### config.mk
export PLATFORM = sky130hd
export DESIGN_NAME = pipelined_barrel_shifter_flat
export DESIGN_NICKNAME = d
export VERILOG_FILES = /design/src/rtl/pipelined_barrel_shifter_pkg.sv /design/src/rtl/pipelined_barrel_shifter_if.sv /design/src/rtl/pipelined_barrel_shifter_shift_level.sv /design/src/rtl/pipelined_barrel_shifter.sv /design/src/flat_wrapper.sv
export SDC_FILE = /design/constraint.sdc
export NUM_CORES = 1
export LEC_CHECK = 0
export BUFFER_PORTS_ARGS = -buffer_cell sky130_fd_sc_hd__buf_2
export CORE_UTILIZATION = 50
export CTS_BUF_LIST = sky130_fd_sc_hd__clkbuf_16
export DETAILED_ROUTE_END_ITERATION = 8
export PLACE_DENSITY = 0.71
export RECOVER_POWER = 100
export SLEW_MARGIN = 20
export SYNTH_ARGS = -nofsm -noshare
export SYNTH_HDL_FRONTEND = slang
export SYNTH_SLANG_ARGS = --single-unit
export TNS_END_PERCENT = 30
### constraint.sdc
create_clock -name clk_i -period 4.5 [get_ports clk_i]
set_clock_uncertainty 0.15 [all_clocks]
set_input_delay 0.225 -clock clk_i [delete_from_list [all_inputs] [get_ports clk_i]]
set_output_delay 0.225 -clock clk_i [all_outputs]
set_load 0.01 [all_outputs]
### src/rtl/pipelined_barrel_shifter_pkg.sv
`default_nettype none
// ============================================================================
// Module      : pdpu_shift_pkg
// Description : Shared types and constant helpers for the pipelined barrel
//               shifter: shift-mode encoding and level-to-stage distribution.
// Revision    : 1.0 - initial release
// ============================================================================
package pdpu_shift_pkg;

    typedef enum logic [1:0] {
        SHIFT_LSL = 2'b00,
        SHIFT_LSR = 2'b01,
        SHIFT_ASR = 2'b10,
        SHIFT_ROR = 2'b11
    } shift_mode_e;

    // Number of shift levels handled by one stage. Levels are spread as evenly
    // as possible; the earlier stages absorb the remainder.
    function automatic int levels_in_stage(int shift_width, int pipe_regs, int stage);
        if (pipe_regs <= 0) begin
            return shift_width;
        end
        return (shift_width / pipe_regs) + ((stage < (shift_width % pipe_regs)) ? 1 : 0);
    endfunction

    // Position (0 = MSB level) of the first level that belongs to a stage.
    function automatic int stage_first_level(int shift_width, int pipe_regs, int stage);
        int first;
        first = 0;
        for (int s = 0; s < stage; s++) begin
            first += levels_in_stage(shift_width, pipe_regs, s);
        end
        return first;
    endfunction

    // Stage that owns the level at a given position.
    function automatic int stage_of_level(int shift_width, int pipe_regs, int pos);
        int found;
        found = 0;
        for (int s = 0; s < pipe_regs; s++) begin
            if (pos >= stage_first_level(shift_width, pipe_regs, s)) begin
                found = s;
            end
        end
        return found;
    endfunction

endpackage
`default_nettype wire

### src/rtl/pipelined_barrel_shifter_if.sv
`default_nettype none
// ============================================================================
// Module      : pipelined_barrel_shifter_if
// Description : Input/output valid-ready beat bundle of the barrel shifter.
// Revision    : 1.0 - initial release
// ============================================================================
interface pipelined_barrel_shifter_if
    import pdpu_shift_pkg::*;
#(
    parameter int WIDTH       = 16,
    parameter int SHIFT_WIDTH = 5,
    parameter int TAG_WIDTH   = 4
);
    logic                   in_valid_i;
    logic                   in_ready_o;
    logic [WIDTH-1:0]       operand_i;
    logic [SHIFT_WIDTH-1:0] shift_amount_i;
    shift_mode_e            mode_i;
    logic [TAG_WIDTH-1:0]   tag_i;
    logic                   out_valid_o;
    logic                   out_ready_i;
    logic [WIDTH-1:0]       result_o;
    logic                   sticky_o;
    logic [TAG_WIDTH-1:0]   tag_o;

    // Shifter side
    modport slave (
        input  in_valid_i, operand_i, shift_amount_i, mode_i, tag_i, out_ready_i,
        output in_ready_o, out_valid_o, result_o, sticky_o, tag_o
    );

    // Producer/consumer side
    modport master (
        output in_valid_i, operand_i, shift_amount_i, mode_i, tag_i, out_ready_i,
        input  in_ready_o, out_valid_o, result_o, sticky_o, tag_o
    );
endinterface
`default_nettype wire

### src/rtl/pipelined_barrel_shifter_shift_level.sv
`default_nettype none
// ============================================================================
// Module      : shift_level
// Description : One combinational 2**k shift level for LSL/LSR/ASR/ROR with
//               extraction of the bits removed at this level.
// Revision    : 1.0 - initial release
// ============================================================================
module shift_level
    import pdpu_shift_pkg::*;
#(
    parameter int WIDTH = 16,
    parameter int SHIFT = 1
) (
    input  logic [WIDTH-1:0] operand,
    input  logic             enable,
    input  shift_mode_e      mode,
    output logic [WIDTH-1:0] result,
    output logic             removed
);
    // Shifting by SHIFT >= WIDTH empties the masks' complements, so these
    // also cover the saturating levels without special cases.
    localparam logic [WIDTH-1:0] C_ONES      = '1;
    localparam logic [WIDTH-1:0] C_LOW_MASK  = ~(C_ONES << SHIFT);
    localparam logic [WIDTH-1:0] C_HIGH_MASK = ~(C_ONES >> SHIFT);
    // Rotation is modulo WIDTH; levels at or above WIDTH rotate by zero.
    localparam int               C_ROT       = SHIFT % WIDTH;

    // Apply this level's shift when its amount bit is set
    always_comb begin
        result  = operand;
        removed = 1'b0;
        if (enable) begin
            case (mode)
                SHIFT_LSL: begin
                    result  = operand << SHIFT;
                    removed = |(operand & C_HIGH_MASK);
                end
                SHIFT_LSR: begin
                    result  = operand >> SHIFT;
                    removed = |(operand & C_LOW_MASK);
                end
                SHIFT_ASR: begin
                    result  = $unsigned($signed(operand) >>> SHIFT);
                    removed = |(operand & C_LOW_MASK);
                end
                SHIFT_ROR: begin
                    result  = (operand >> C_ROT) | (operand << (WIDTH - C_ROT));
                    removed = 1'b0;
                end
                default: begin
                    result  = operand;
                    removed = 1'b0;
                end
            endcase
        end
    end

endmodule
`default_nettype wire

### src/rtl/pipelined_barrel_shifter.sv
`default_nettype none
// ============================================================================
// Module      : pipelined_barrel_shifter
// Description : Multi-mode barrel shifter (LSL/LSR/ASR/ROR) with sticky bit,
//               amount saturation and an elastic valid/ready pipeline of
//               PIPE_REGS stages (0 = combinational pass-through).
// Revision    : 1.0 - initial release
// ============================================================================
module pipelined_barrel_shifter
    import pdpu_shift_pkg::*;
#(
    parameter int WIDTH       = 16,
    parameter int SHIFT_WIDTH = 5,
    parameter int PIPE_REGS   = 2,
    parameter int TAG_WIDTH   = 4
) (
    input  logic                        clk_i,
    input  logic                        rst_ni,
    pipelined_barrel_shifter_if.slave   bus
);

    localparam int C_NREG = (PIPE_REGS > 0) ? PIPE_REGS : 1;

    // Everything that travels with a beat between levels and stages
    typedef struct packed {
        logic [WIDTH-1:0]       data;
        logic [SHIFT_WIDTH-1:0] amount;
        shift_mode_e            mode;
        logic                   sticky;
        logic [TAG_WIDTH-1:0]   tag;
    } payload_t;

    if (WIDTH < 2 || (WIDTH & (WIDTH - 1)) != 0) begin : g_bad_width
        $error("pipelined_barrel_shifter: WIDTH must be a power of two >= 2");
    end
    if ((2 ** SHIFT_WIDTH) < WIDTH) begin : g_bad_shift_width
        $error("pipelined_barrel_shifter: 2**SHIFT_WIDTH must be >= WIDTH");
    end
    if (PIPE_REGS < 0 || PIPE_REGS > SHIFT_WIDTH) begin : g_bad_pipe_regs
        $error("pipelined_barrel_shifter: PIPE_REGS must be in 0..SHIFT_WIDTH");
    end

    payload_t             w_entry;
    payload_t             w_lvl_in  [SHIFT_WIDTH];
    payload_t             w_lvl_out [SHIFT_WIDTH];
    payload_t             w_final;
    payload_t             r_stage   [C_NREG];
    logic [C_NREG-1:0]    r_valid;
    logic                 w_unused;

    assign w_entry = '{
        data:   bus.operand_i,
        amount: bus.shift_amount_i,
        mode:   bus.mode_i,
        sticky: 1'b0,
        tag:    bus.tag_i
    };

    // Level chain, MSB level first; a stage register sits in front of the
    // first level of every stage except stage 0.
    for (genvar p = 0; p < SHIFT_WIDTH; p++) begin : g_level
        localparam int C_BIT    = SHIFT_WIDTH - 1 - p;
        localparam int C_STAGE  = stage_of_level(SHIFT_WIDTH, PIPE_REGS, p);
        localparam bit C_REG_IN = (PIPE_REGS > 0) && (p > 0) &&
                                  (p == stage_first_level(SHIFT_WIDTH, PIPE_REGS, C_STAGE));
        localparam logic [SHIFT_WIDTH-1:0] C_CLEAR = ~(SHIFT_WIDTH'(1) << C_BIT);

        logic [WIDTH-1:0] w_data;
        logic             w_removed;

        if (p == 0) begin : g_from_input
            assign w_lvl_in[p] = w_entry;
        end else if (C_REG_IN) begin : g_from_reg
            assign w_lvl_in[p] = r_stage[C_STAGE-1];
        end else begin : g_from_prev
            assign w_lvl_in[p] = w_lvl_out[p-1];
        end

        shift_level #(
            .WIDTH (WIDTH),
            .SHIFT (2 ** C_BIT)
        ) u_level (
            .operand (w_lvl_in[p].data),
            .enable  (w_lvl_in[p].amount[C_BIT]),
            .mode    (w_lvl_in[p].mode),
            .result  (w_data),
            .removed (w_removed)
        );

        // Consumed amount bits are cleared so only the remaining ones travel on
        assign w_lvl_out[p] = '{
            data:   w_data,
            amount: w_lvl_in[p].amount & C_CLEAR,
            mode:   w_lvl_in[p].mode,
            sticky: w_lvl_in[p].sticky | w_removed,
            tag:    w_lvl_in[p].tag
        };
    end

    if (PIPE_REGS == 0) begin : g_comb
        assign r_valid        = '0;
        assign r_stage[0]     = '0;
        assign w_final        = w_lvl_out[SHIFT_WIDTH-1];
        assign bus.out_valid_o = bus.in_valid_i;
        assign bus.in_ready_o  = bus.out_ready_i;
    end else begin : g_pipe
        payload_t               w_stage_d [PIPE_REGS];
        logic [PIPE_REGS-1:0]   w_up_valid;
        logic [PIPE_REGS-1:0]   w_load;

        for (genvar s = 0; s < PIPE_REGS; s++) begin : g_ctrl
            localparam int C_LAST = stage_first_level(SHIFT_WIDTH, PIPE_REGS, s) +
                                    levels_in_stage(SHIFT_WIDTH, PIPE_REGS, s) - 1;
            assign w_stage_d[s] = w_lvl_out[C_LAST];
            if (s == 0) begin : g_first
                assign w_up_valid[s] = bus.in_valid_i;
            end else begin : g_next
                assign w_up_valid[s] = r_valid[s-1];
            end
        end

        // A stage may load if it or any stage after it has a hole, or the
        // output is being drained this cycle.
        always_comb begin : p_load_chain
            logic w_gap;
            w_gap  = bus.out_ready_i;
            w_load = '0;
            for (int s = PIPE_REGS - 1; s >= 0; s--) begin
                w_gap     = w_gap | ~r_valid[s];
                w_load[s] = w_gap;
            end
        end

        // Stage registers: valid follows upstream, payload captured only for real beats
        always_ff @(posedge clk_i or negedge rst_ni) begin
            if (!rst_ni) begin
                r_valid <= '0;
                for (int s = 0; s < PIPE_REGS; s++) begin
                    r_stage[s] <= '0;
                end
            end else begin
                for (int s = 0; s < PIPE_REGS; s++) begin
                    if (w_load[s]) begin
                        r_valid[s] <= w_up_valid[s];
                        if (w_up_valid[s]) begin
                            r_stage[s] <= w_stage_d[s];
                        end
                    end
                end
            end
        end

        assign w_final         = r_stage[PIPE_REGS-1];
        assign bus.out_valid_o = r_valid[PIPE_REGS-1];
        assign bus.in_ready_o  = w_load[0];
    end

    assign bus.result_o = w_final.data;
    assign bus.sticky_o = w_final.sticky;
    assign bus.tag_o    = w_final.tag;

    // Mode and the (fully consumed) amount are not needed past the last level
    assign w_unused = ^{w_final.amount, w_final.mode};

endmodule
`default_nettype wire

### src/flat_wrapper.sv
// flat-port wrapper written by rule: the top's interface ports become plain ports
module pipelined_barrel_shifter_flat import pdpu_shift_pkg::*;
#(
    parameter int WIDTH       = 16,
    parameter int SHIFT_WIDTH = 5,
    parameter int PIPE_REGS   = 2,
    parameter int TAG_WIDTH   = 4
)
  (clk_i, rst_ni, bus_in_valid_i, bus_operand_i, bus_shift_amount_i, bus_mode_i, bus_tag_i, bus_out_ready_i, bus_in_ready_o, bus_out_valid_o, bus_result_o, bus_sticky_o, bus_tag_o);
  pipelined_barrel_shifter_if #(.WIDTH(WIDTH), .SHIFT_WIDTH(SHIFT_WIDTH), .TAG_WIDTH(TAG_WIDTH)) bus_i ();
  input  logic clk_i;
  input  logic rst_ni;
  input wire logic [$bits(bus_i.in_valid_i)-1:0] bus_in_valid_i;
  input wire logic [$bits(bus_i.operand_i)-1:0] bus_operand_i;
  input wire logic [$bits(bus_i.shift_amount_i)-1:0] bus_shift_amount_i;
  input wire logic [$bits(bus_i.mode_i)-1:0] bus_mode_i;
  input wire logic [$bits(bus_i.tag_i)-1:0] bus_tag_i;
  input wire logic [$bits(bus_i.out_ready_i)-1:0] bus_out_ready_i;
  output wire logic [$bits(bus_i.in_ready_o)-1:0] bus_in_ready_o;
  output wire logic [$bits(bus_i.out_valid_o)-1:0] bus_out_valid_o;
  output wire logic [$bits(bus_i.result_o)-1:0] bus_result_o;
  output wire logic [$bits(bus_i.sticky_o)-1:0] bus_sticky_o;
  output wire logic [$bits(bus_i.tag_o)-1:0] bus_tag_o;
  assign bus_i.in_valid_i = bus_in_valid_i;
  assign bus_i.operand_i = bus_operand_i;
  assign bus_i.shift_amount_i = bus_shift_amount_i;
  assign bus_i.mode_i = bus_mode_i;
  assign bus_i.tag_i = bus_tag_i;
  assign bus_i.out_ready_i = bus_out_ready_i;
  assign bus_in_ready_o = bus_i.in_ready_o;
  assign bus_out_valid_o = bus_i.out_valid_o;
  assign bus_result_o = bus_i.result_o;
  assign bus_sticky_o = bus_i.sticky_o;
  assign bus_tag_o = bus_i.tag_o;
  pipelined_barrel_shifter #(.WIDTH(WIDTH), .SHIFT_WIDTH(SHIFT_WIDTH), .PIPE_REGS(PIPE_REGS), .TAG_WIDTH(TAG_WIDTH)) u_core (.clk_i(clk_i), .rst_ni(rst_ni), .bus(bus_i));
endmodule
==> reports/summary.md, run 1 <==
Summed over all layers, the routed wires come to 10200 um. For the finished layout, the period the worst path requires is 2870 ps. The total count of max-transition violations in the final report came out at 49. The number of antenna violations at the first check in global routing came out at 0. Sequential cells account for 38.6% of the total power. The via density per instance came out at 6.25.

The largest single stage delay on the critical path is 770 ps. By area, the combinational part of the netlist is dominated by compound AO/OA/AOI/OAI gates. Sequential cells were found to cover 31.2% of the synthesized design area. Among all stages on the critical path, the largest delay is contributed by sky130_fd_sc_hd__ha_1. Of the total synthesized cell area, the portion taken by AND, OR, NAND and NOR gates is 18.5%. The floorplan die height works out to 89.8 um. The clock latency at the later pin of the worst-skew pair is 280 ps. The buffer depth of the longest clock path was 2; the mean instance size in the synthesized netlist was 7.98 um2.

The portion of the clock cycle consumed by the worst path in the final layout is 63.9%. The cell family contributing the most delay on the critical path is compound AO/OA/AOI/OAI gates. The finished layout holds 597 standard cells, fillers aside. In the routed design, unresolved DRC markers number 0.

After Yosys synthesis, XOR and XNOR cells account for 0% of the synthesized area. The total congestion overflow is 0. Summing every instance area after synthesis gives 0.00385 mm2. The via count of the first global-routing pass is 3313. The first detailed-routing pass took 6 iterations. The flow ran to the end, but the final reports show violations. The run gives 0 as the number of warnings printed during yosys synthesis. Gates resized during post-CTS repair numbered 0. The total number of vias was 3730; the number of diodes added for antenna fixing was 0.

STA puts the critical path data required time at 4510 ps. Yosys mapped the design onto 65 distinct sky130hd cell types. The core region is 0.00737 mm2. The wire-length estimate of the detail-placed layout is 7360 um.

Timing would allow up to 348 MHz. The total global routing track utilization was 25.2%; the TritonCTS sink count was 48. The tools report the number of maximum-capacitance constraint violations as 1. The tools report the worst ir drop on vdd as 0.189 mV.

Synthesis produced a netlist with a net count of 522. Counting the buffers created by CTS gives 5. Relative to the synthesized area, the layout overhead comes to 6.52%. The run gives 0 as the number of antenna-violating nets in the routed design. The floorplan step defined a die boundary enclosing 0.00806 mm2. Combinational logic burns 34.1% of the power. Measured along the x axis, the die boundary spans 89.8 um. The first global-routing pass estimated 16700 um of wire. Setup violations remaining at the end of the flow were counted as 0. The clock network is responsible for 27.4% of the overall power. The tools report the starting density of the core as 52.3%.

TritonCTS built the clock tree. The synthesized-area fraction occupied by ao, oa, aoi and oai cells works out to 34.6%. The number of placed instances, taps included is 581, and the data arrival time of the worst path is 2890 ps.

The switching share of total power works out to 37.1%. The post-route setup TNS is 0 ps, and the top-level I/O count is 54. Kind of path behind the tightest hold check: in -> reg. For this design the total switching power over the nets is 0.582 mW.

The synthesized-area fraction occupied by adder cells is 2.60%, and the number of placement rows is 31. The portion of netlist area occupied by mux cells was 2.92%. The type of the setup path with the least slack was reg -> reg. In this run, synthesis produced a sequential element count of 48.

Headroom to the max-slew limit came out at -66.4%. The first routing iteration left 278 violations. In this run the power density over the cells is 382 mW/mm2.

In the final layout, the share of cells above drive strength 1 is 11.6%. The cell count after synthesis came out at 483. The leakage power came out at 1.70 nW. In this run the number of H-tree levels came out at 2.

During placement, the flow inserted port buffers numbering 53. The tools report the kind of capture point of the worst setup path as a register. For the pin with the worst max-slew slack, the measured transition is 2500 ps. After synthesis, the share of flip-flops with an asynchronous set or reset is 100%.

For the global placer's final weighted congestion, the log shows 0.926. In the synthesized netlist the dominant register cell turns out to be sky130_fd_sc_hd__dfrtp_1. The final-report hold violation count was 0. Setup repair after global routing left no endpoint under its margin.

The internal portion of the total power is 0.987 mW. The number of enable-type register cells in the synthesized netlist is 0. For this run, the post-layout net count is 536. Traced cell by cell, the critical path runs through inv_1 -> ha_1 -> o21ba_1 -> a22oi_1 -> a21oi_1 -> a221oi_1 -> o21ai_0. The final reports fail on capacitance limit, slew limit. The worst path buffer plus inverter count came out at 1.

The final core utilization is 55.7%, and the clock transition at the registers of the reported paths is 70 ps. Of all nets on the critical path, the largest fanout is 29. The cell sitting at the root of the clock tree is a sky130_fd_sc_hd__clkbuf_16. Average wire length per cell after detail routing: 17.1 um. The tools report the maximum number of pins on one net before global-route repair as 53. The kind of start point of the critical path is a register.
==> flip-flops by register name, indices dropped and copies added, names as in the netlist <==
signal                   cells
u_core.bus.sticky_o          1
u_core.r_stage              19
u_core.r_valid               2
u_core.bus.tag_o             4
u_core.g_pipe.w_stage_d      6
u_core.bus.result_o         16
==> cell usage after synthesis, drive strengths merged, types with 2 or more instances <==
library cell   n  share of area [%]
a21oi         44                5.8
or2            2               0.32
mux2i          9                2.3
clkbuf        19                1.9
a211oi         3               0.58
nand3b         3               0.58
buf           38                7.0
a31oi         20                3.6
nor2b          7                1.2
o21ai         62                8.2
nand2         68                6.7
a31o           2               0.45
nand3          9                1.5
o22ai          5               0.81
o211ai         3               0.58
o221ai         5                1.1
o2bb2ai        4               0.91
and2           5               0.84
a22oi         14                2.7
dfrtp         48                 31
a21boi         2               0.39
nor4           6                1.4
inv           14                1.4
mux2           2               0.58
nand2b         7                1.2
a221oi         7                2.1
o21a           2               0.39
a211o          2               0.45
a22o           6                1.4
ha             8                2.6
nor2          23                2.2
o31ai          7                1.7
nor3           7                1.2
a21o           5               0.97
==> stage by stage <==
step	setup WS [ps]	hold WS, ps	instance area (um2)	total power, mW
after floorplan	2590	-221	3850	1.05
after global placement	1850	268	3920	1.14
after detailed placement	1700	272	3920	1.15
after CTS	1680	27.3	4170	1.59
after global routing	1120	97.6	4110	1.67
final	1630	80.6	4110	1.57
==> cell families (layout without fill, tap and decap cells) <==
kind of cell,count (synthesis),in the layout
AOI/OAI and AO/OA,202,202
adders and majority gates,8,8
buffers and inverters,71,86
DFF,48,48
muxes,11,11
and+or+nand+nor,143,143
==> layout make-up <==
| type | count | area, um2 |
|---|---|---|
| multi-input combinational | 364 | 2230 |
| clock buffer | 5 | 125 |
| timing repair buffer | 64 | 329 |
| clock inverter | 3 | 46.3 |
| tap | 99 | 124 |
| sequential | 48 | 1200 |
| fill | 725 | 3260 |
| inverter | 14 | 52.6 |
==> worst min-delay path: stages <==
cell	delay, ps
sky130_fd_sc_hd__buf_2	120
sky130_fd_sc_hd__nand2_1	70
sky130_fd_sc_hd__o21ai_0	70
==> final timing paths <==
check | from | to | slack, ps | depth (start not counted)
worst max-delay path | u_core.g_pipe.w_stage_d[6] | u_core.bus.result_o[14] | 1630 | 7
worst min-delay path | bus_mode_i[0] | u_core.g_pipe.w_stage_d[5] | 80 | 3
worst max register to register | u_core.g_pipe.w_stage_d[6] | u_core.bus.result_o[14] | 1630 | 7
worst min register to register | u_core.g_pipe.w_stage_d[1] | u_core.bus.tag_o[1] | 320 | 2
max in group asynchronous | rst_ni | u_core.bus.tag_o[0] | 1680 | 2
min in group asynchronous | rst_ni | u_core.bus.result_o[5] | 1110 | 2
==> layout by cell type (no fill, tap or decap), types with 3 or more instances in the layout <==
cell type	n
sky130_fd_sc_hd__mux2i_1	9
sky130_fd_sc_hd__a22oi_1	14
sky130_fd_sc_hd__ha_1	8
sky130_fd_sc_hd__o221ai_1	5
sky130_fd_sc_hd__clkbuf_1	27
sky130_fd_sc_hd__buf_2	28
sky130_fd_sc_hd__o211ai_1	3
sky130_fd_sc_hd__a21o_1	5
sky130_fd_sc_hd__a21oi_1	43
sky130_fd_sc_hd__nand2b_1	6
sky130_fd_sc_hd__a211oi_1	3
sky130_fd_sc_hd__dlygate4sd3_1	8
sky130_fd_sc_hd__o2bb2ai_1	4
sky130_fd_sc_hd__inv_1	13
sky130_fd_sc_hd__nor3_1	6
sky130_fd_sc_hd__a22o_1	6
sky130_fd_sc_hd__nor2_1	23
sky130_fd_sc_hd__a221oi_1	6
sky130_fd_sc_hd__o21ai_0	54
sky130_fd_sc_hd__clkbuf_16	5
sky130_fd_sc_hd__nand2_1	67
sky130_fd_sc_hd__nand3_1	8
sky130_fd_sc_hd__nor2b_1	7
sky130_fd_sc_hd__nand3b_1	3
sky130_fd_sc_hd__dfrtp_1	48
sky130_fd_sc_hd__nor4_1	6
sky130_fd_sc_hd__o22ai_1	5
sky130_fd_sc_hd__a31oi_1	19
sky130_fd_sc_hd__o31ai_1	6
sky130_fd_sc_hd__o21ai_1	6
==> metal layers <==
layer	global-route usage, %	share of wire, %	up-vias	wire, um
met5	0	0	-	0
met4	9.43	2.4	0	243
met3	3.13	5.8	22	590
met2	42.4	47	164	4810
met1	33.2	45	1751	4540
li1	-	-	1793	-
==> power by group through the flow <==
stage               clock (mW)  combinational [mW]  sequential [mW]
floorplan                    0               0.468            0.582
global placement             0               0.534            0.609
detailed placement           0               0.540            0.611
CTS                      0.438               0.547            0.603
global route             0.455               0.592            0.618
finish                   0.429               0.534            0.605
==> what timing repair did <==
action | 4_1_cts | 5_1_grt
hold buffers | 7 | 1
endpoints found under the hold margin | 7 | 48
setup buffers | 0 | 0
Power figures use the tool's default switching activity.
==> inputs of run 2 (changes only) <==
- ABC_AREA: default -> 1
- PLACE_DENSITY: 0.71 -> 0.74
- clock period: 4.5 -> 2.5 ns (I/O delays scaled with it)
==> run 2 against run 1 <==
Against the previous run:
- register-to-register slack got worse by 1200 ps
- sequential power rose by 83%
- critical path type is now in -> reg
- sequential cell count did not move
- wire length fell by 8.0%
- highest routed layer unchanged
- worst hold slack got worse by 33 ps
- power rose by 82%
- non-clock buffer count rose by 9
- largest power group is now combinational logic
- core utilization rose by 1.0 points
- worst setup slack got worse by 1200 ps
- via count rose by 3.3%
- final cell count rose by 18%
- the flow now finishes without violations
==> reports/summary.md, run 2 <==
The flow ran to the end, and the final reports show no timing, DRC or antenna violations. The number of maximum-capacitance constraint violations was 0. The portion of the clock cycle consumed by the worst path in the final layout works out to 83.9%.

After synthesis, the largest area contributor takes up 31.3% of total cell area. After synthesis the netlist holds a flip-flop and latch count of 48. The required arrival time at the worst endpoint came out at 2490 ps. Global routing used 24.5% of the available tracks across all layers. Buffers inserted during clock tree synthesis total 5.

Kind of path behind the tightest hold check: in -> reg. Setup repair after global routing left no endpoint under its margin. IR analysis of the VDD net gives a maximum drop of 0.322 mV. The dominant cell by count in the synthesized netlist was sky130_fd_sc_hd__nand2_1. Before antenna repair, the detailed router went through 5 iterations.

Entering global routing, the biggest net connects 32 pins. The critical path is of the in -> reg type. Average wire length per cell after detail routing: 13.3 um.

For the total number of vias, the log shows 3853. Relative to the synthesized area, the layout overhead comes to 8.27%. The worst setup path is launched from an input port.

The analysis attributes to cell leakage a power of 2.05 nW. Once layout is done, the placed cells without fillers occupy 0.00416 mm2. After clock tree synthesis, the clock-pin slew on the worst setup and hold paths is 60 ps. The floorplan die height is 89.7 um. CTS placed an instance of sky130_fd_sc_hd__clkbuf_16 at the clock tree root. The total area inside the core boundary comes to 0.00733 mm2.

The register with the most flip-flops was u_core.r_stage. The final-report hold violation count was 0. For this design the ratio of total power to cell area is 688 mW/mm2.

The via density per instance works out to 5.47. The number of antenna violations at the first check in global routing came out at 0. Registers take 0.00120 mm2.

Counting flops with a built-in enable in the synthesized netlist gives 0. Including well taps, the total number of placed cells is 688. The most common cell after layout, fill and taps aside is sky130_fd_sc_hd__nand2_1.

In this design, the stage delay of the slowest critical-path cell is 590 ps. The cell occurring most often along the worst timing path was sky130_fd_sc_hd__o21ai_0. Ranked by instance count, the synthesized netlist is headed by sky130_fd_sc_hd__nand2_1, sky130_fd_sc_hd__dfrtp_1, sky130_fd_sc_hd__inv_1, sky130_fd_sc_hd__nand3_1. The share of post-route cells with drive strength above 1 is 12.7%. The total congestion overflow was 0; the proportion of synthesized flip-flops having asynchronous set or reset was 100%. After synthesis, flip-flops and latches occupy 31.3% of the total area. After synthesis, the mean cell area works out to 6.67 um2.

The cell taking the most area after synthesis is sky130_fd_sc_hd__dfrtp_1. Setup violation total in the final timing report: 0. 0 antenna diodes ended up in the layout. For the placed instance area, the log shows 0.00399 mm2. The count of buffers added on input and output ports is 53.

The congestion estimate from routability-driven global placement came to 0.951. The logs give 7060 um for the post-DP HPWL and 22.2% for the relative max-transition margin. For this run, the post-layout net count is 643.

The buffer depth of the longest clock path is 2, and the clock latency at the later pin of the worst-skew pair is 280 ps. The top cell types in the final layout, fill and taps aside, are sky130_fd_sc_hd__nand2_1, sky130_fd_sc_hd__dfrtp_1, sky130_fd_sc_hd__inv_1. TritonCTS built the clock tree.

The TritonCTS sink count was 48; the final critical delay including setup and external delays was 2100 ps. Summing every instance area after synthesis gives 0.00384 mm2. By area the synthesized netlist is led by sky130_fd_sc_hd__dfrtp_1, sky130_fd_sc_hd__nand2_1, sky130_fd_sc_hd__nand3_1. The kind of capture point of the worst setup path was a register.

Counting distinct cell types in the post-synthesis netlist gives 39. In the final layout, the multi-input gates occupy 0.00211 mm2. The largest individual stage delay along the critical path comes from the cell sky130_fd_sc_hd__nand3_1. In this run the worst path has a maximum fanout of 20.

Data arrives at the worst endpoint at 2090 ps. The die covers 0.00804 mm2. Once detail routing completed, the nets flagged for antenna violations numbered 0.

The total length of routed wires was 9370 um. At the pin with the least slew margin, the transition time is 1170 ps. Counting both buffers and inverters, the worst setup path holds a total of 2. Counting every net in the synthesized netlist gives 615. The maximum clock rate was 477 MHz.

Walking the worst path, the cells encountered are clkbuf_1 -> inv_1 -> ha_1 -> nand3_1 -> nand2_1 -> o21ai_0 -> nor2_1 -> o21bai_1 -> o21ai_0. The number of H-tree levels was 2; the violation count after the first detailed-routing iteration was 279. The number of placement rows was 31. The cell count after synthesis came out at 576. The register with the most flip-flops in the layout has 19 of them. The post-route setup TNS was 0 ps.

Most common flop cell mapped by yosys: sky130_fd_sc_hd__dfrtp_1. The first-pass GRT wire length is 15600 um, and the count of fill cells added during filler insertion is 722. The total count of max-transition violations in the final report is 0, and the die width is 89.7 um. Leaving out filler cells and counting taps, the final layout contains 704. For this run, design rule violations remaining after detail routing come to 0.

Cell class contributing the biggest share of worst-path delay: simple AND/OR/NAND/NOR gates. The run gives 52.4% as the starting density of the core. For this design the top-level I/O count stands at 54.

For the setup fix buffers added after clock tree synthesis, the log shows 0. The via count of the first global-routing pass was 3390. Yosys printed 0 warnings.
==> run 2: per-layer routing <==
layer	track usage (%)	vias to the layer above	routed length, um
li1	-	1918	-
met1	32.6	1755	4230
met2	41.5	158	4360
met3	2.93	22	564
met4	8.23	0	218
met5	0	-	0
==> run 2: final timing paths <==
path | startpoint | endpoint | slack (ps) | depth (start not counted)
worst max-delay path | bus_mode_i[0] | u_core.r_stage[46] | 400 | 9
worst min-delay path | bus_mode_i[1] | u_core.g_pipe.w_stage_d[6] | 50 | 3
worst max register to register | u_core.g_pipe.w_stage_d[6] | u_core.bus.result_o[15] | 410 | 11
worst min register to register | u_core.bus.result_o[6] | u_core.bus.result_o[6] | 330 | 2
max in group asynchronous | rst_ni | u_core.r_stage[41] | 790 | 3
min in group asynchronous | rst_ni | u_core.bus.result_o[0] | 460 | 2
==> run 2: logic make-up (layout without fill, tap and decap cells) <==
kind of cell             Yosys count  after routing  share of synthesized area (%)
AND/OR/NAND/NOR                  297            297                           32.9
buffers and inverters            100            129                           13.3
AO/OA/AOI/OAI                    123            123                           19.9
adder cells (fa/ha/maj)            8              8                           2.61
flip-flops                        48             48                           31.3
==> run 2: timing repair <==
item                                   4_1_cts  5_1_grt
hold buffers                                 8        0
gates resized for setup                      0        0
endpoints found under the hold margin       29        0
==> run 2: layout make-up <==
type | count | area share (%)
clock buffers | 5 | 3.01
clock inverters | 3 | 0.361
inverters | 48 | 4.39
multi-input cells | 428 | 50.8
flip-flops and latches | 48 | 28.9
well taps | 99 | 2.98
repair buffers | 73 | 9.54
==> run 2: worst min-delay path, stage by stage <==
cell and delay [ps]:
sky130_fd_sc_hd__buf_2 110, sky130_fd_sc_hd__inv_1 100, sky130_fd_sc_hd__o21ai_0 90
==> run 2: where the power goes <==
part | switching [mW] | leakage [nW] | internal [mW]
registers | 0.133 | 0.582 | 0.978
clock network | 0.265 | 0.0687 | 0.363
logic | 0.732 | 1.40 | 0.390
==> run 2: stage by stage <==
stage               hold WS [ps]  setup WS (ps)  util, %  total power, mW
global route                78.1            162     56.7             3.11
detailed placement         -37.7            433     54.4             2.26
CTS                         47.3            430     57.5             2.91
finish                      48.0            402     56.7             2.86
floorplan                   -321            656        -             2.08
global placement           -39.7            495     54.4             2.24
==> inputs of run 3 (changes only) <==
- clock period: 2.5 -> 1.9 ns (I/O delays scaled with it)
==> run 3 against run 2 <==
Against the previous run:
- clock power rose by 35%
- die area stayed put
- largest power group unchanged
- sequential share of layout area decreased by 2.3 points
- worst hold slack worse by 42 ps
- worst setup slack got worse by 430 ps
- final cell count rose by 4.0%
- count of clock-buffer cells in the layout unchanged
- the run now ends with setup timing left
- wire length increased by 7.8%
==> reports/summary.md, run 3 (synthesis gave the netlist of run 2 again) <==
In this run the power density over the cells is 903 mW/mm2. For flop-to-flop paths, the worst setup slack is -30 ps. Per report_power, the combinational group accounts for 43.2% of the total. The total length of routed wires is 10100 um. Compared with the post-synthesis result, the final layout area differs by 17.7%. The tools report the kind of start point of the critical path as a register. Subtracting the final worst setup slack from the clock period gives 1930 ps.

The critical path ends at u_core.bus.result_o[2]. Detailed placement ended at an HPWL of 7540 um. Clock tree synthesis inserted a total of 5 buffers. The routed layout has 3985 vias. Summed over all layers, the global routing overflow is 0. For this run, design rule violations remaining after detail routing come to 0. The library cell used most frequently in the layout, excluding fill and tap cells, is sky130_fd_sc_hd__nand2_1. The total die area was 0.00804 mm2. TritonCTS built the clock tree. The required arrival time at the worst endpoint was 1920 ps; the starting density of the core was 52.4%. The kind of path behind the tightest hold check was in -> reg.

The data arrival time of the worst path is 1950 ps, and the switching share of total power is 39.6%. The power spent charging and discharging nets came out at 1.62 mW. Sequential share of power: 36.0%. The detailed router finished its first iteration with 306 violations.

The critical path is of the reg -> reg type. The tools report the via count of the first global-routing pass as 3571. The tools report the source of the worst hold timing path as bus_mode_i[0].

The library cells used most frequently in the layout, excluding fill and tap cells, are sky130_fd_sc_hd__nand2_1, sky130_fd_sc_hd__dfrtp_1, sky130_fd_sc_hd__inv_1. The run gives 26.5% as the relative max-transition margin. The portion of the clock cycle consumed by the worst path in the final layout is 102%. The checks that failed: setup timing.

54 I/O pins were placed. After floorplanning, the core was sized to cover 0.00733 mm2. The number of antenna violations at the first check in global routing is 0. For the maximum number of pins on one net before global-route repair, the log shows 29. The run finished, with violations left. In this run the cell area measured after placement is 0.00421 mm2.

The tools report the kind of capture point of the worst setup path as a register. The total count of max-transition violations in the final report is 0, and the clock group share of total power is 20.8%. The number of buffers inserted by port buffering was 53.

The leakage power came out at 2.20 nW. For the worst-skew pair, the clock arrives at the later sink with an insertion delay of 290 ps. The slack of the critical path is -30.1 ps, and the number of H-tree levels is 2. The number of diodes added for antenna fixing is 0.

The total global routing track utilization is 26.4%, and the number of maximum-capacitance constraint violations is 0. Reg-to-reg endpoint: u_core.bus.result_o[2]. Clock tree synthesis found a total of 48 sinks. Measured in cells, the most critical reg-to-reg path has a length of 10. The tools report the worst ir drop on vdd as 0.345 mV. The pre-antenna-repair detailed-routing pass consisted of 5 iterations. The die width is 89.7 um. The number of flip-flops in the largest register is 19.

The slew at the pin closest to its max-slew limit is 1100 ps. Along the worst path, the maximum fanout reaches 11. Counting flops per register, the top entry is u_core.r_stage.

The die is 89.7 um tall. Setup violation total in the final timing report: 3. CTS placed an instance of sky130_fd_sc_hd__clkbuf_16 at the clock tree root. Prior to clock tree synthesis, the placed netlist has a worst setup slack of -146 ps. After the last flow step, the layout net total stands at 671. The share of post-route cells with drive strength above 1 came out at 21.0%. The tools report the worst reg2reg path startpoint as u_core.g_pipe.w_stage_d[6]. After floorplanning, the core was divided into 31 placement rows. Routability-driven placement finished with a final weighted congestion of 0.950. The most critical setup path has its startpoint at u_core.g_pipe.w_stage_d[6]. The clock transition at the registers of the reported paths was 60 ps. The maximum clock rate was 518 MHz; the via density per instance was 5.44. In this run the deepest clock path goes through 2 buffers. The first-pass GRT wire length was 16500 um; the average wire length per cell after detail routing was 13.8 um. The tools report the count of fill cells added during filler insertion as 692. Setup repair after global routing could not meet its margin everywhere. Once detail routing completed, the nets flagged for antenna violations numbered 0. The tools report the internal power of the cells as 2.47 mW. The final-report hold violation count was 0; the cell area after layout was 0.00452 mm2.
==> run 3: cell count changes in the layout (fill, tap and decap cells not counted), sizes merged <==
cell | previous run | this run
clkinv | 2 | 1
buf | 38 | 66
clkinvlp | 1 | 2
==> run 3: worst min-delay path by stage <==
stage / end / depth (start not counted)
6_report: u_core.g_pipe.w_stage_d[5] / 3
3_3_place_gp: u_core.g_pipe.w_stage_d[1] / 1
4_1_cts: u_core.g_pipe.w_stage_d[6] / 3
2_1_floorplan: u_core.bus.result_o[0] / 0
3_5_place_dp: u_core.bus.tag_o[1] / 1
5_1_grt: u_core.g_pipe.w_stage_d[6] / 3
==> run 3: power groups by stage <==
stage                     Combinational, mW  Clock, mW  Sequential [mW]
after floorplan                        1.30          0             1.43
after global placement                 1.63          0             1.46
after detailed placement               1.67          0             1.47
after CTS                              1.79      0.864             1.45
after global routing                   1.99      0.907             1.51
final                                  1.76      0.848             1.47
==> run 3: area by class of cell <==
cell class,count,area (um2),share of cell area [%]
clock inverters,3,18.8,0.415
well taps,99,124,2.74
repair buffers,101,644,14.3
inverters,48,185,4.10
flip-flops and latches,48,1200,26.6
multi-input cells,428,2220,49.2
clock buffers,5,125,2.77
==> run 3: layer usage <==
metal / track usage [%] / wire (um) / vias to the layer above
met2: 47.7 / 4960 / 134
met1: 33.3 / 4510 / 1856
li1: - / - / 1975
met3: 2.93 / 452 / 20
met5: 0 / 0 / -
met4: 7.07 / 189 / 0
==> run 3: worst max-delay path, stage by stage (launching register included) <==
cell	delay [ps]
sky130_fd_sc_hd__dfrtp_1	400
sky130_fd_sc_hd__inv_2	80
sky130_fd_sc_hd__ha_4	170
sky130_fd_sc_hd__buf_6	130
sky130_fd_sc_hd__buf_4	170
sky130_fd_sc_hd__a21oi_1	180
sky130_fd_sc_hd__a22oi_2	100
sky130_fd_sc_hd__buf_4	170
sky130_fd_sc_hd__buf_4	110
sky130_fd_sc_hd__o21ai_1	100
sky130_fd_sc_hd__nand2_1	60
==> run 3: stage by stage <==
stage,instances,utilization (%),setup TNS (ps),total power [mW],hold WS [ps]
5_1_grt,732,61.7,-3330,4.40,38.3
3_3_place_gp,714,57.5,-1010,3.09,-69.9
4_1_cts,732,62.0,0,4.10,7.18
3_5_place_dp,714,57.5,-1880,3.14,-62.5
2_1_floorplan,576,-,0,2.73,-351
6_report,732,61.7,-49.7,4.08,6.11
==> run 3: repair_timing <==
action                                  in CTS  in global routing
hold buffers                                 8                  0
cloned                                       1                  0
endpoints found under the setup margin      17                 16
buffers inserted                             1                  0
gates resized for setup                     23                 14
hold endpoints to repair                    28                  0
pin swaps                                    5                  5
